File: src/rtl/fpu_seq_pkg.sv
// Shared types and constants for the bfloat16 FPU issue sequencer.
package fpu_seq_pkg;

    localparam int unsigned OP_W    = 24;
    localparam int unsigned CTRL_W  = 4;
    localparam int unsigned RND_W   = 3;
    localparam int unsigned PRE_W   = 3;
    localparam int unsigned SEL_W   = 3;
    localparam int unsigned FP_W    = 16;
    localparam int unsigned RD_W    = 5;
    localparam int unsigned XLEN    = 32;
    localparam int unsigned FLAG_W  = 5;
    localparam int unsigned ENTRY_W = OP_W + CTRL_W + RND_W + PRE_W + SEL_W + 3 * FP_W + RD_W + 1;

    localparam int unsigned FLAG_NV = 4;
    localparam int unsigned FLAG_DZ = 3;
    localparam int unsigned FLAG_OF = 2;
    localparam int unsigned FLAG_UF = 1;
    localparam int unsigned FLAG_NX = 0;

    typedef enum logic [1:0] {
        S_IDLE  = 2'd0,
        S_ISSUE = 2'd1,
        S_WAIT  = 2'd2,
        S_WB    = 2'd3
    } state_t;

    typedef struct packed {
        logic [OP_W-1:0]   op;
        logic [CTRL_W-1:0] ctrl;
        logic [RND_W-1:0]  rnd;
        logic [PRE_W-1:0]  pre;
        logic [SEL_W-1:0]  sel;
        logic [FP_W-1:0]   fs1;
        logic [FP_W-1:0]   fs2;
        logic [FP_W-1:0]   fs3;
        logic [RD_W-1:0]   rd;
        logic              is_int;
    } fpu_entry_t;

endpackage

File: src/rtl/fpu_op_sequencer_if.sv
// Request, FPU execution and writeback signals of the sequencer.
interface fpu_op_sequencer_if;
    import fpu_seq_pkg::*;

    logic              req_valid;
    logic              req_ready;
    logic [OP_W-1:0]   req_op;
    logic [CTRL_W-1:0] req_ctrl;
    logic [RND_W-1:0]  req_rnd;
    logic [PRE_W-1:0]  req_pre;
    logic [SEL_W-1:0]  req_sel;
    logic [FP_W-1:0]   req_fs1;
    logic [FP_W-1:0]   req_fs2;
    logic [FP_W-1:0]   req_fs3;
    logic [RD_W-1:0]   req_rd;
    logic              req_int;

    logic              exu_valid;
    logic [OP_W-1:0]   exu_op;
    logic [CTRL_W-1:0] exu_ctrl;
    logic [RND_W-1:0]  exu_rnd;
    logic [PRE_W-1:0]  exu_pre;
    logic [SEL_W-1:0]  exu_sel;
    logic [FP_W-1:0]   exu_fs1;
    logic [FP_W-1:0]   exu_fs2;
    logic [FP_W-1:0]   exu_fs3;
    logic [FP_W-1:0]   exu_result;
    logic [XLEN-1:0]   exu_result_rd;
    logic              exu_complete;
    logic              exu_complete_rd;
    logic [FLAG_W-1:0] exu_flags;
    logic              exu_iv;

    logic              wb_valid;
    logic              wb_ready;
    logic [RD_W-1:0]   wb_rd;
    logic              wb_int;
    logic [XLEN-1:0]   wb_data;
    logic              wb_iv;

    logic [FLAG_W-1:0] fflags;
    logic              fflags_clr;
    logic              busy;
    logic              timeout_err;

    // Environment side: decode stage, FPU model and register file
    modport master (
        output req_valid, req_op, req_ctrl, req_rnd, req_pre, req_sel,
               req_fs1, req_fs2, req_fs3, req_rd, req_int,
        input  req_ready,
        input  exu_valid, exu_op, exu_ctrl, exu_rnd, exu_pre, exu_sel,
               exu_fs1, exu_fs2, exu_fs3,
        output exu_result, exu_result_rd, exu_complete, exu_complete_rd, exu_flags, exu_iv,
        input  wb_valid, wb_rd, wb_int, wb_data, wb_iv,
        output wb_ready,
        input  fflags, busy, timeout_err,
        output fflags_clr
    );

    // Sequencer side
    modport slave (
        input  req_valid, req_op, req_ctrl, req_rnd, req_pre, req_sel,
               req_fs1, req_fs2, req_fs3, req_rd, req_int,
        output req_ready,
        output exu_valid, exu_op, exu_ctrl, exu_rnd, exu_pre, exu_sel,
               exu_fs1, exu_fs2, exu_fs3,
        input  exu_result, exu_result_rd, exu_complete, exu_complete_rd, exu_flags, exu_iv,
        output wb_valid, wb_rd, wb_int, wb_data, wb_iv,
        input  wb_ready,
        output fflags, busy, timeout_err,
        input  fflags_clr
    );

endinterface

File: src/rtl/fpu_seq_fifo.sv
// Synchronous FIFO with wrap-bit pointers; full/empty derived from pointer registers only.
module fpu_seq_fifo #(
    parameter int unsigned WIDTH = 91,
    parameter int unsigned DEPTH = 2
) (
    input  logic             clk,
    input  logic             rst,
    input  logic             i_push,
    input  logic [WIDTH-1:0] i_wr_data,
    input  logic             i_pop,
    output logic [WIDTH-1:0] o_rd_data,
    output logic             o_full,
    output logic             o_empty
);

    localparam int unsigned AW = (DEPTH > 1) ? $clog2(DEPTH) : 1;

    logic [WIDTH-1:0] r_mem [DEPTH];
    logic [AW:0]      r_wr_ptr;
    logic [AW:0]      r_rd_ptr;
    logic             w_push_ok;
    logic             w_pop_ok;

    // Equal index with opposite wrap bits means every slot is occupied
    assign o_full    = (r_wr_ptr[AW] != r_rd_ptr[AW]) && (r_wr_ptr[AW-1:0] == r_rd_ptr[AW-1:0]);
    assign o_empty   = (r_wr_ptr == r_rd_ptr);
    assign w_push_ok = i_push & ~o_full;
    assign w_pop_ok  = i_pop & ~o_empty;
    assign o_rd_data = r_mem[r_rd_ptr[AW-1:0]];

    always_ff @(posedge clk or posedge rst) begin
        if (rst) begin
            r_wr_ptr <= '0;
            r_rd_ptr <= '0;
        end else begin
            if (w_push_ok) r_wr_ptr <= r_wr_ptr + (AW+1)'(1);
            if (w_pop_ok)  r_rd_ptr <= r_rd_ptr + (AW+1)'(1);
        end
    end

    always_ff @(posedge clk) begin
        if (w_push_ok) r_mem[r_wr_ptr[AW-1:0]] <= i_wr_data;
    end

endmodule

File: src/rtl/fpu_op_sequencer.sv
// Buffers decoded FPU ops, issues them one at a time, waits for completion or timeout,
// and hands the result to the register file while accumulating sticky fflags.
module fpu_op_sequencer
    import fpu_seq_pkg::*;
#(
    parameter int unsigned DEPTH   = 2,
    parameter int unsigned TIMEOUT = 31
) (
    input  logic                clk,
    input  logic                rst,
    fpu_op_sequencer_if.slave   bus
);

    localparam int unsigned CNT_W = 8;

    state_t            r_state;
    state_t            w_state_nxt;
    fpu_entry_t        w_push_entry;
    fpu_entry_t        w_head;
    fpu_entry_t        r_issue;
    logic              w_full;
    logic              w_empty;
    logic              w_pop;
    logic              w_qual;
    logic              w_accept;
    logic              w_timeout;
    logic [CNT_W-1:0]  r_cnt;
    logic [XLEN-1:0]   r_wb_data;
    logic              r_wb_iv;
    logic [RD_W-1:0]   r_wb_rd;
    logic              r_wb_int;
    logic [FLAG_W-1:0] r_fflags;
    logic              r_timeout_err;

    assign w_push_entry = '{op: bus.req_op, ctrl: bus.req_ctrl, rnd: bus.req_rnd,
                            pre: bus.req_pre, sel: bus.req_sel, fs1: bus.req_fs1,
                            fs2: bus.req_fs2, fs3: bus.req_fs3, rd: bus.req_rd,
                            is_int: bus.req_int};

    fpu_seq_fifo #(.WIDTH(ENTRY_W), .DEPTH(DEPTH)) u_fifo (
        .clk       (clk),
        .rst       (rst),
        .i_push    (bus.req_valid),
        .i_wr_data (w_push_entry),
        .i_pop     (w_pop),
        .o_rd_data (w_head),
        .o_full    (w_full),
        .o_empty   (w_empty)
    );

    // Only the strobe matching the issued op's destination counts
    assign w_qual = r_issue.is_int ? bus.exu_complete_rd : bus.exu_complete;

    always_comb begin
        w_state_nxt = r_state;
        w_pop       = 1'b0;
        w_accept    = 1'b0;
        w_timeout   = 1'b0;
        case (r_state)
            S_IDLE: begin
                if (!w_empty) begin
                    w_state_nxt = S_ISSUE;
                    w_pop       = 1'b1;
                end
            end
            S_ISSUE: begin
                if (w_qual) begin
                    w_accept    = 1'b1;
                    w_state_nxt = S_WB;
                end else begin
                    w_state_nxt = S_WAIT;
                end
            end
            S_WAIT: begin
                if (w_qual) begin
                    w_accept    = 1'b1;
                    w_state_nxt = S_WB;
                end else if (r_cnt == CNT_W'(TIMEOUT - 1)) begin
                    w_timeout   = 1'b1;
                    w_state_nxt = S_WB;
                end
            end
            S_WB: begin
                if (bus.wb_ready) begin
                    if (!w_empty) begin
                        w_state_nxt = S_ISSUE;
                        w_pop       = 1'b1;
                    end else begin
                        w_state_nxt = S_IDLE;
                    end
                end
            end
            default: w_state_nxt = S_IDLE;
        endcase
    end

    always_ff @(posedge clk or posedge rst) begin
        if (rst) begin
            r_state       <= S_IDLE;
            r_issue       <= '0;
            r_cnt         <= '0;
            r_wb_data     <= '0;
            r_wb_iv       <= 1'b0;
            r_wb_rd       <= '0;
            r_wb_int      <= 1'b0;
            r_fflags      <= '0;
            r_timeout_err <= 1'b0;
        end else begin
            r_state <= w_state_nxt;
            if (w_pop) r_issue <= w_head;
            r_cnt <= (r_state == S_WAIT && w_state_nxt == S_WAIT) ? r_cnt + CNT_W'(1) : '0;
            if (w_accept) begin
                r_wb_data <= r_issue.is_int ? bus.exu_result_rd : XLEN'(bus.exu_result);
                r_wb_iv   <= bus.exu_iv;
                r_wb_rd   <= r_issue.rd;
                r_wb_int  <= r_issue.is_int;
            end else if (w_timeout) begin
                r_wb_data     <= '0;
                r_wb_iv       <= 1'b0;
                r_wb_rd       <= r_issue.rd;
                r_wb_int      <= r_issue.is_int;
                r_timeout_err <= 1'b1;
            end
            // Clear takes effect before a same-cycle accumulate
            if (bus.fflags_clr)  r_fflags <= w_accept ? bus.exu_flags : '0;
            else if (w_accept)   r_fflags <= r_fflags | bus.exu_flags;
        end
    end

    assign bus.req_ready   = ~w_full & ~rst;
    assign bus.exu_valid   = (r_state == S_ISSUE);
    assign bus.exu_op      = r_issue.op;
    assign bus.exu_ctrl    = r_issue.ctrl;
    assign bus.exu_rnd     = r_issue.rnd;
    assign bus.exu_pre     = r_issue.pre;
    assign bus.exu_sel     = r_issue.sel;
    assign bus.exu_fs1     = r_issue.fs1;
    assign bus.exu_fs2     = r_issue.fs2;
    assign bus.exu_fs3     = r_issue.fs3;
    assign bus.wb_valid    = (r_state == S_WB);
    assign bus.wb_rd       = r_wb_rd;
    assign bus.wb_int      = r_wb_int;
    assign bus.wb_data     = r_wb_data;
    assign bus.wb_iv       = r_wb_iv;
    assign bus.fflags      = r_fflags;
    assign bus.busy        = (r_state != S_IDLE) | ~w_empty;
    assign bus.timeout_err = r_timeout_err;

endmodule

File: src/flat_wrapper.sv
// flat-port wrapper written by rule: the top's interface ports become plain ports
module fpu_op_sequencer_flat import fpu_seq_pkg::*;
#(
    parameter int unsigned DEPTH   = 2,
    parameter int unsigned TIMEOUT = 31
)
  (clk, rst, bus_req_valid, bus_req_op, bus_req_ctrl, bus_req_rnd, bus_req_pre, bus_req_sel, bus_req_fs1, bus_req_fs2, bus_req_fs3, bus_req_rd, bus_req_int, bus_req_ready, bus_exu_valid, bus_exu_op, bus_exu_ctrl, bus_exu_rnd, bus_exu_pre, bus_exu_sel, bus_exu_fs1, bus_exu_fs2, bus_exu_fs3, bus_exu_result, bus_exu_result_rd, bus_exu_complete, bus_exu_complete_rd, bus_exu_flags, bus_exu_iv, bus_wb_valid, bus_wb_rd, bus_wb_int, bus_wb_data, bus_wb_iv, bus_wb_ready, bus_fflags, bus_busy, bus_timeout_err, bus_fflags_clr);
  fpu_op_sequencer_if bus_i ();
  input  logic clk;
  input  logic rst;
  input wire logic [$bits(bus_i.req_valid)-1:0] bus_req_valid;
  input wire logic [$bits(bus_i.req_op)-1:0] bus_req_op;
  input wire logic [$bits(bus_i.req_ctrl)-1:0] bus_req_ctrl;
  input wire logic [$bits(bus_i.req_rnd)-1:0] bus_req_rnd;
  input wire logic [$bits(bus_i.req_pre)-1:0] bus_req_pre;
  input wire logic [$bits(bus_i.req_sel)-1:0] bus_req_sel;
  input wire logic [$bits(bus_i.req_fs1)-1:0] bus_req_fs1;
  input wire logic [$bits(bus_i.req_fs2)-1:0] bus_req_fs2;
  input wire logic [$bits(bus_i.req_fs3)-1:0] bus_req_fs3;
  input wire logic [$bits(bus_i.req_rd)-1:0] bus_req_rd;
  input wire logic [$bits(bus_i.req_int)-1:0] bus_req_int;
  output wire logic [$bits(bus_i.req_ready)-1:0] bus_req_ready;
  output wire logic [$bits(bus_i.exu_valid)-1:0] bus_exu_valid;
  output wire logic [$bits(bus_i.exu_op)-1:0] bus_exu_op;
  output wire logic [$bits(bus_i.exu_ctrl)-1:0] bus_exu_ctrl;
  output wire logic [$bits(bus_i.exu_rnd)-1:0] bus_exu_rnd;
  output wire logic [$bits(bus_i.exu_pre)-1:0] bus_exu_pre;
  output wire logic [$bits(bus_i.exu_sel)-1:0] bus_exu_sel;
  output wire logic [$bits(bus_i.exu_fs1)-1:0] bus_exu_fs1;
  output wire logic [$bits(bus_i.exu_fs2)-1:0] bus_exu_fs2;
  output wire logic [$bits(bus_i.exu_fs3)-1:0] bus_exu_fs3;
  input wire logic [$bits(bus_i.exu_result)-1:0] bus_exu_result;
  input wire logic [$bits(bus_i.exu_result_rd)-1:0] bus_exu_result_rd;
  input wire logic [$bits(bus_i.exu_complete)-1:0] bus_exu_complete;
  input wire logic [$bits(bus_i.exu_complete_rd)-1:0] bus_exu_complete_rd;
  input wire logic [$bits(bus_i.exu_flags)-1:0] bus_exu_flags;
  input wire logic [$bits(bus_i.exu_iv)-1:0] bus_exu_iv;
  output wire logic [$bits(bus_i.wb_valid)-1:0] bus_wb_valid;
  output wire logic [$bits(bus_i.wb_rd)-1:0] bus_wb_rd;
  output wire logic [$bits(bus_i.wb_int)-1:0] bus_wb_int;
  output wire logic [$bits(bus_i.wb_data)-1:0] bus_wb_data;
  output wire logic [$bits(bus_i.wb_iv)-1:0] bus_wb_iv;
  input wire logic [$bits(bus_i.wb_ready)-1:0] bus_wb_ready;
  output wire logic [$bits(bus_i.fflags)-1:0] bus_fflags;
  output wire logic [$bits(bus_i.busy)-1:0] bus_busy;
  output wire logic [$bits(bus_i.timeout_err)-1:0] bus_timeout_err;
  input wire logic [$bits(bus_i.fflags_clr)-1:0] bus_fflags_clr;
  assign bus_i.req_valid = bus_req_valid;
  assign bus_i.req_op = bus_req_op;
  assign bus_i.req_ctrl = bus_req_ctrl;
  assign bus_i.req_rnd = bus_req_rnd;
  assign bus_i.req_pre = bus_req_pre;
  assign bus_i.req_sel = bus_req_sel;
  assign bus_i.req_fs1 = bus_req_fs1;
  assign bus_i.req_fs2 = bus_req_fs2;
  assign bus_i.req_fs3 = bus_req_fs3;
  assign bus_i.req_rd = bus_req_rd;
  assign bus_i.req_int = bus_req_int;
  assign bus_req_ready = bus_i.req_ready;
  assign bus_exu_valid = bus_i.exu_valid;
  assign bus_exu_op = bus_i.exu_op;
  assign bus_exu_ctrl = bus_i.exu_ctrl;
  assign bus_exu_rnd = bus_i.exu_rnd;
  assign bus_exu_pre = bus_i.exu_pre;
  assign bus_exu_sel = bus_i.exu_sel;
  assign bus_exu_fs1 = bus_i.exu_fs1;
  assign bus_exu_fs2 = bus_i.exu_fs2;
  assign bus_exu_fs3 = bus_i.exu_fs3;
  assign bus_i.exu_result = bus_exu_result;
  assign bus_i.exu_result_rd = bus_exu_result_rd;
  assign bus_i.exu_complete = bus_exu_complete;
  assign bus_i.exu_complete_rd = bus_exu_complete_rd;
  assign bus_i.exu_flags = bus_exu_flags;
  assign bus_i.exu_iv = bus_exu_iv;
  assign bus_wb_valid = bus_i.wb_valid;
  assign bus_wb_rd = bus_i.wb_rd;
  assign bus_wb_int = bus_i.wb_int;
  assign bus_wb_data = bus_i.wb_data;
  assign bus_wb_iv = bus_i.wb_iv;
  assign bus_i.wb_ready = bus_wb_ready;
  assign bus_fflags = bus_i.fflags;
  assign bus_busy = bus_i.busy;
  assign bus_timeout_err = bus_i.timeout_err;
  assign bus_i.fflags_clr = bus_fflags_clr;
  fpu_op_sequencer #(.DEPTH(DEPTH), .TIMEOUT(TIMEOUT)) u_core (.clk(clk), .rst(rst), .bus(bus_i));
endmodule
File: config.mk
export PLATFORM = sky130hd
export DESIGN_NAME = fpu_op_sequencer_flat
export DESIGN_NICKNAME = d
export VERILOG_FILES = /design/src/rtl/fpu_seq_pkg.sv /design/src/rtl/fpu_op_sequencer_if.sv /design/src/rtl/fpu_seq_fifo.sv /design/src/rtl/fpu_op_sequencer.sv /design/src/flat_wrapper.sv
export SDC_FILE = /design/constraint.sdc
export NUM_CORES = 1
export LEC_CHECK = 0
export ABC_AREA = 1
export BUFFER_PORTS_ARGS = -buffer_cell sky130_fd_sc_hd__buf_2
export CAP_MARGIN = 25
export CORE_ASPECT_RATIO = 1.4
export CORE_UTILIZATION = 40
export CTS_BUF_LIST = sky130_fd_sc_hd__clkbuf_16
export DETAILED_ROUTE_END_ITERATION = 10
export PLACE_DENSITY = 0.74
export RECOVER_POWER = 50
export REMOVE_ABC_BUFFERS = 1
export SLEW_MARGIN = 20
export SYNTH_ARGS = -nofsm -noshare
export SYNTH_HDL_FRONTEND = slang
export SYNTH_SLANG_ARGS = --single-unit
File: constraint.sdc
create_clock -name clk -period 6.1 [get_ports clk]
set_clock_uncertainty 0.15 [all_clocks]
set_input_delay 0 -clock clk [delete_from_list [all_inputs] [get_ports clk]]
set_output_delay 0 -clock clk [all_outputs]
set_load 0.02 [all_outputs]
==> impl_metrics.sql <==
INSERT INTO impl_metrics (metric_group, metric, value, unit) VALUES
('setup_path', 'critical_path_cell_count', '5', ''),
('layout', 'proportion_of_layout_cells_with_a_drive_suffix_above_1', '11.99', '%'),
('setup_path', 'r2r.worst_path.cells', '9', ''),
('global_route', 'grt_util_met1', '22.36', '%'),
('power', 'cellPowerDensity', '520.5', 'mW/mm^2'),
('synthesis', 'synth_top_cells_by_count', '280 x sky130_fd_sc_hd__nand2_1, 182 x sky130_fd_sc_hd__edfxtp_1, 150 x sky130_fd_sc_hd__dfrtp_1', ''),
('synthesis', 'post_synth_instance_area', '0.01296', 'mm^2'),
('clock_network', 'worst_skew_pair.late_latency', '0.55', 'ns'),
('global_route', 'grt_pass1_vias', '9723', ''),
('synthesis', 'ys_async_sr_fraction', '45.18', '%'),
('sta', 'period_needed', '3.853', 'ns'),
('place', 'dp_hpwl', '18300', 'um'),
('global_route', 'grt_antenna_before_repair', '1', ''),
('floorplanning', 'initial_utilization', '40.88', '%'),
('clock_network', 'clock_tree_from_tritoncts', 'yes', ''),
('setup_path', 'worstPathMaxFanout', '76', ''),
('synthesis', 'synth_top_area_share', '42.18', '%'),
('setup_path', 'critical_path_required', '6.65', 'ns'),
('power', 'worst_ir_drop_vdd', '0.2878', 'mV'),
('power', 'p_leak', '0.006866', 'uW'),
('synthesis', 'synth_seq_area_share', '71.15', '%'),
('min_path', 'hp-start', 'bus_req_op[8]', ''),
('floorplanning', 'fp.dieH', '214.9', 'um'),
('floorplanning', 'dieArea', '0.03312', 'mm^2'),
('sta', 'setup_violations', '0', ''),
('setup_path', 'crit_path_top_delay_cell', 'sky130_fd_sc_hd__clkinvlp_2', ''),
('place', 'gp_routability_congestion', '0.8650', ''),
('clock_network', 'cts_inserted_buffers', '31', ''),
('layout', 'design.final.nets', '1629', ''),
('route', 'detailroute.via_count', '9374', ''),
('setup_path', 'setup.worst_path.end_class', 'asynchronous set/reset pin', ''),
('route', 'wire_per_inst', '17.03', 'um'),
('floorplanning', 'fp.dieW', '154.1', 'um'),
('synthesis', 'synth-edff-count', '182', ''),
('place', 'portBuffers', '285', ''),
('synthesis', 'synth-seq-cells', '332', ''),
('clock_network', 'cts.reportedPaths.clkPinSlew', '0.06', 'ns'),
('clock_network', 'depth_of_the_cts_h_tree', '1', ''),
('route', 'finalWirelength', '32180', 'um'),
('synthesis', 'yosysWarnings', '0', ''),
('sta', 'fin_crit_sh', '63.16', '%'),
('synthesis', 'synth_cells', '1091', ''),
('flow_run', 'drv_cap', '2', ''),
('min_path', 'worst_hold_path_type', 'in -> reg', ''),
('setup_path', 'cp_top_family', 'buffers and inverters', ''),
('global_route', 'gr-max-usage-layer', 'met2', ''),
('clock_network', 'clk_root_buffer_cell', 'sky130_fd_sc_hd__clkbuf_16', ''),
('floorplanning', 'placementRows', '77', ''),
('setup_path', 'crit_path_start', 'rst', ''),
('sta', 'rsz_0062_raised_after_global_routing', 'no', ''),
('floorplanning', 'ioPinCount', '286', ''),
('run_status', 'run_status', 'finished, violations left', ''),
('clock_network', 'clock_sink_count', '332', ''),
('setup_path', 'start_kind', 'input pin', ''),
('clock_network', 'clockBufferDepth', '3', ''),
('setup_path', 'worst-r2r-setup-slack', '2.55', 'ns'),
('route', 'dr.pass1.iters', '5', ''),
('sta', 'worst_hold_slack', '0.02750', 'ns'),
('setup_path', 'worstReg2RegStart', 'u_core.r_issue[0]', ''),
('synthesis', 'syn-mean-instance-area', '11.88', 'um^2'),
('setup_path', 'worst-setup-path-type', 'in -> async', ''),
('run_status', 'failed_checks', 'max-capacitance violations, max-slew violations', ''),
('global_route', 'gr_util_met2', '34.12', '%'),
('synthesis', 'synth_top_cells_by_area', 'sky130_fd_sc_hd__edfxtp_1 42%, sky130_fd_sc_hd__dfrtp_1 29%, sky130_fd_sc_hd__nand2_1 8.1%', ''),
('synthesis', 'yosysTopAreaCell', 'sky130_fd_sc_hd__edfxtp_1', ''),
('layout', 'post-route-util', '52.70', '%'),
('synthesis', 'most_frequent_cell_after_synthesis', 'sky130_fd_sc_hd__nand2_1', ''),
('route', 'avg_vias_per_cell', '4.962', ''),
('global_route', 'overflow', '0', ''),
('sta', 'timing.final.max_slew_violations', '102', ''),
('sta', 'tightestPinTransition', '3.643', 'ns');
==> logic make-up after synthesis <==
group	Yosys count	synth area share (%)
and+or+nand+nor	495	15.66
DFF	332	71.15
buffers and inverters	167	7.958
AOI/OAI and AO/OA	83	4.075
xor gates and xnor gates	7	0.4732
adders and majority gates	7	0.6760
==> cells in the final DEF, fill, tap and decap left out, drive strengths merged <==
cell	netlist	layout
nand2	283	283
clkbuf	18	210
dlygate4sd3	0	186
edfxtp	182	182
dfrtp	150	150
buf	118	118
nor2	113	113
nand3	96	96
a31oi	56	56
inv	31	42
o31ai	16	16
ha	7	7
clkinv	0	7
o21ai	6	6
xor2	6	6
a21oi	4	4
clkinvlp	0	4
bufinv	0	2
diode	0	1
nand4	1	1
nor3	1	1
nand3b	1	1
xnor2	1	1
o211ai	1	1
==> registers in the layout (all words and copies together) (netlist names) <==
register                count
u_core.bus.exu_ctrl         4
u_core.bus.exu_fs1         16
u_core.bus.exu_fs2         16
u_core.bus.exu_fs3         16
u_core.bus.exu_op          24
u_core.bus.exu_pre          3
u_core.bus.exu_rnd          3
u_core.bus.exu_sel          3
u_core.bus.fflags           5
u_core.bus.timeout_err      1
u_core.bus.wb_data         32
u_core.bus.wb_int           1
u_core.bus.wb_iv            1
u_core.bus.wb_rd            5
u_core.r_cnt                8
u_core.r_issue              6
u_core.r_state              2
u_core.u_fifo.r_mem       182
u_core.u_fifo.r_rd_ptr      2
u_core.u_fifo.r_wr_ptr      2
==> cell type report <==
cell class / instances / area (um^2)
Fill cell: 2660 / 14990
Antenna cell: 1 / 2.502
Inverter: 31 / 118.9
Clock buffer: 32 / 800.8
Sequential cell: 332 / 9221
Multi-Input combinational cell: 592 / 2724
Tap cell: 395 / 494.2
Timing Repair Buffer: 482 / 3167
Clock inverter: 24 / 176.4
==> final timing paths <==
kind,to
max,u_core.r_issue[0]
min,u_core.u_fifo.r_mem[0][75]
max reg2reg,u_core.bus.fflags[2]
min reg2reg,u_core.bus.exu_rnd[0]
max in group clk,u_core.bus.fflags[2]
min in group asynchronous,u_core.bus.wb_rd[4]
==> per-layer routing <==
metal / routed length, um / up-vias
met5: 0 / -
li1: - / 4358
met2: 16250 / 381
met4: 1912 / 0
met3: 1831 / 119
met1: 12180 / 4516
==> metrics by stage <==
step	setup WS (ns)	cell area [um^2]	total power [uW]	std cells	TNS (ns)
5_1_grt	1.561	16700	9228	1889	0
2_1_floorplan	-0.7752	12040	5574	955	-134.33
6_report	2.247	16700	8694	1889	0
4_1_cts	2.204	16900	8814	1887	0
3_5_place_dp	2.712	14060	6680	1645	0
3_3_place_gp	2.797	14060	6555	1645	0
==> power breakdown <==
group	internal, uW	switching, uW
Combinational	987	2180
Clock	1040	845
Sequential	3240	404
Total	5260	3430
==> what timing repair did <==
action | in CTS | in global routing
hold buffers | 186 | 0
setup buffers | 0 | 0
endpoints found under the hold margin | 298 | 0
No activity file was read; power rests on OpenSTA's default activity.
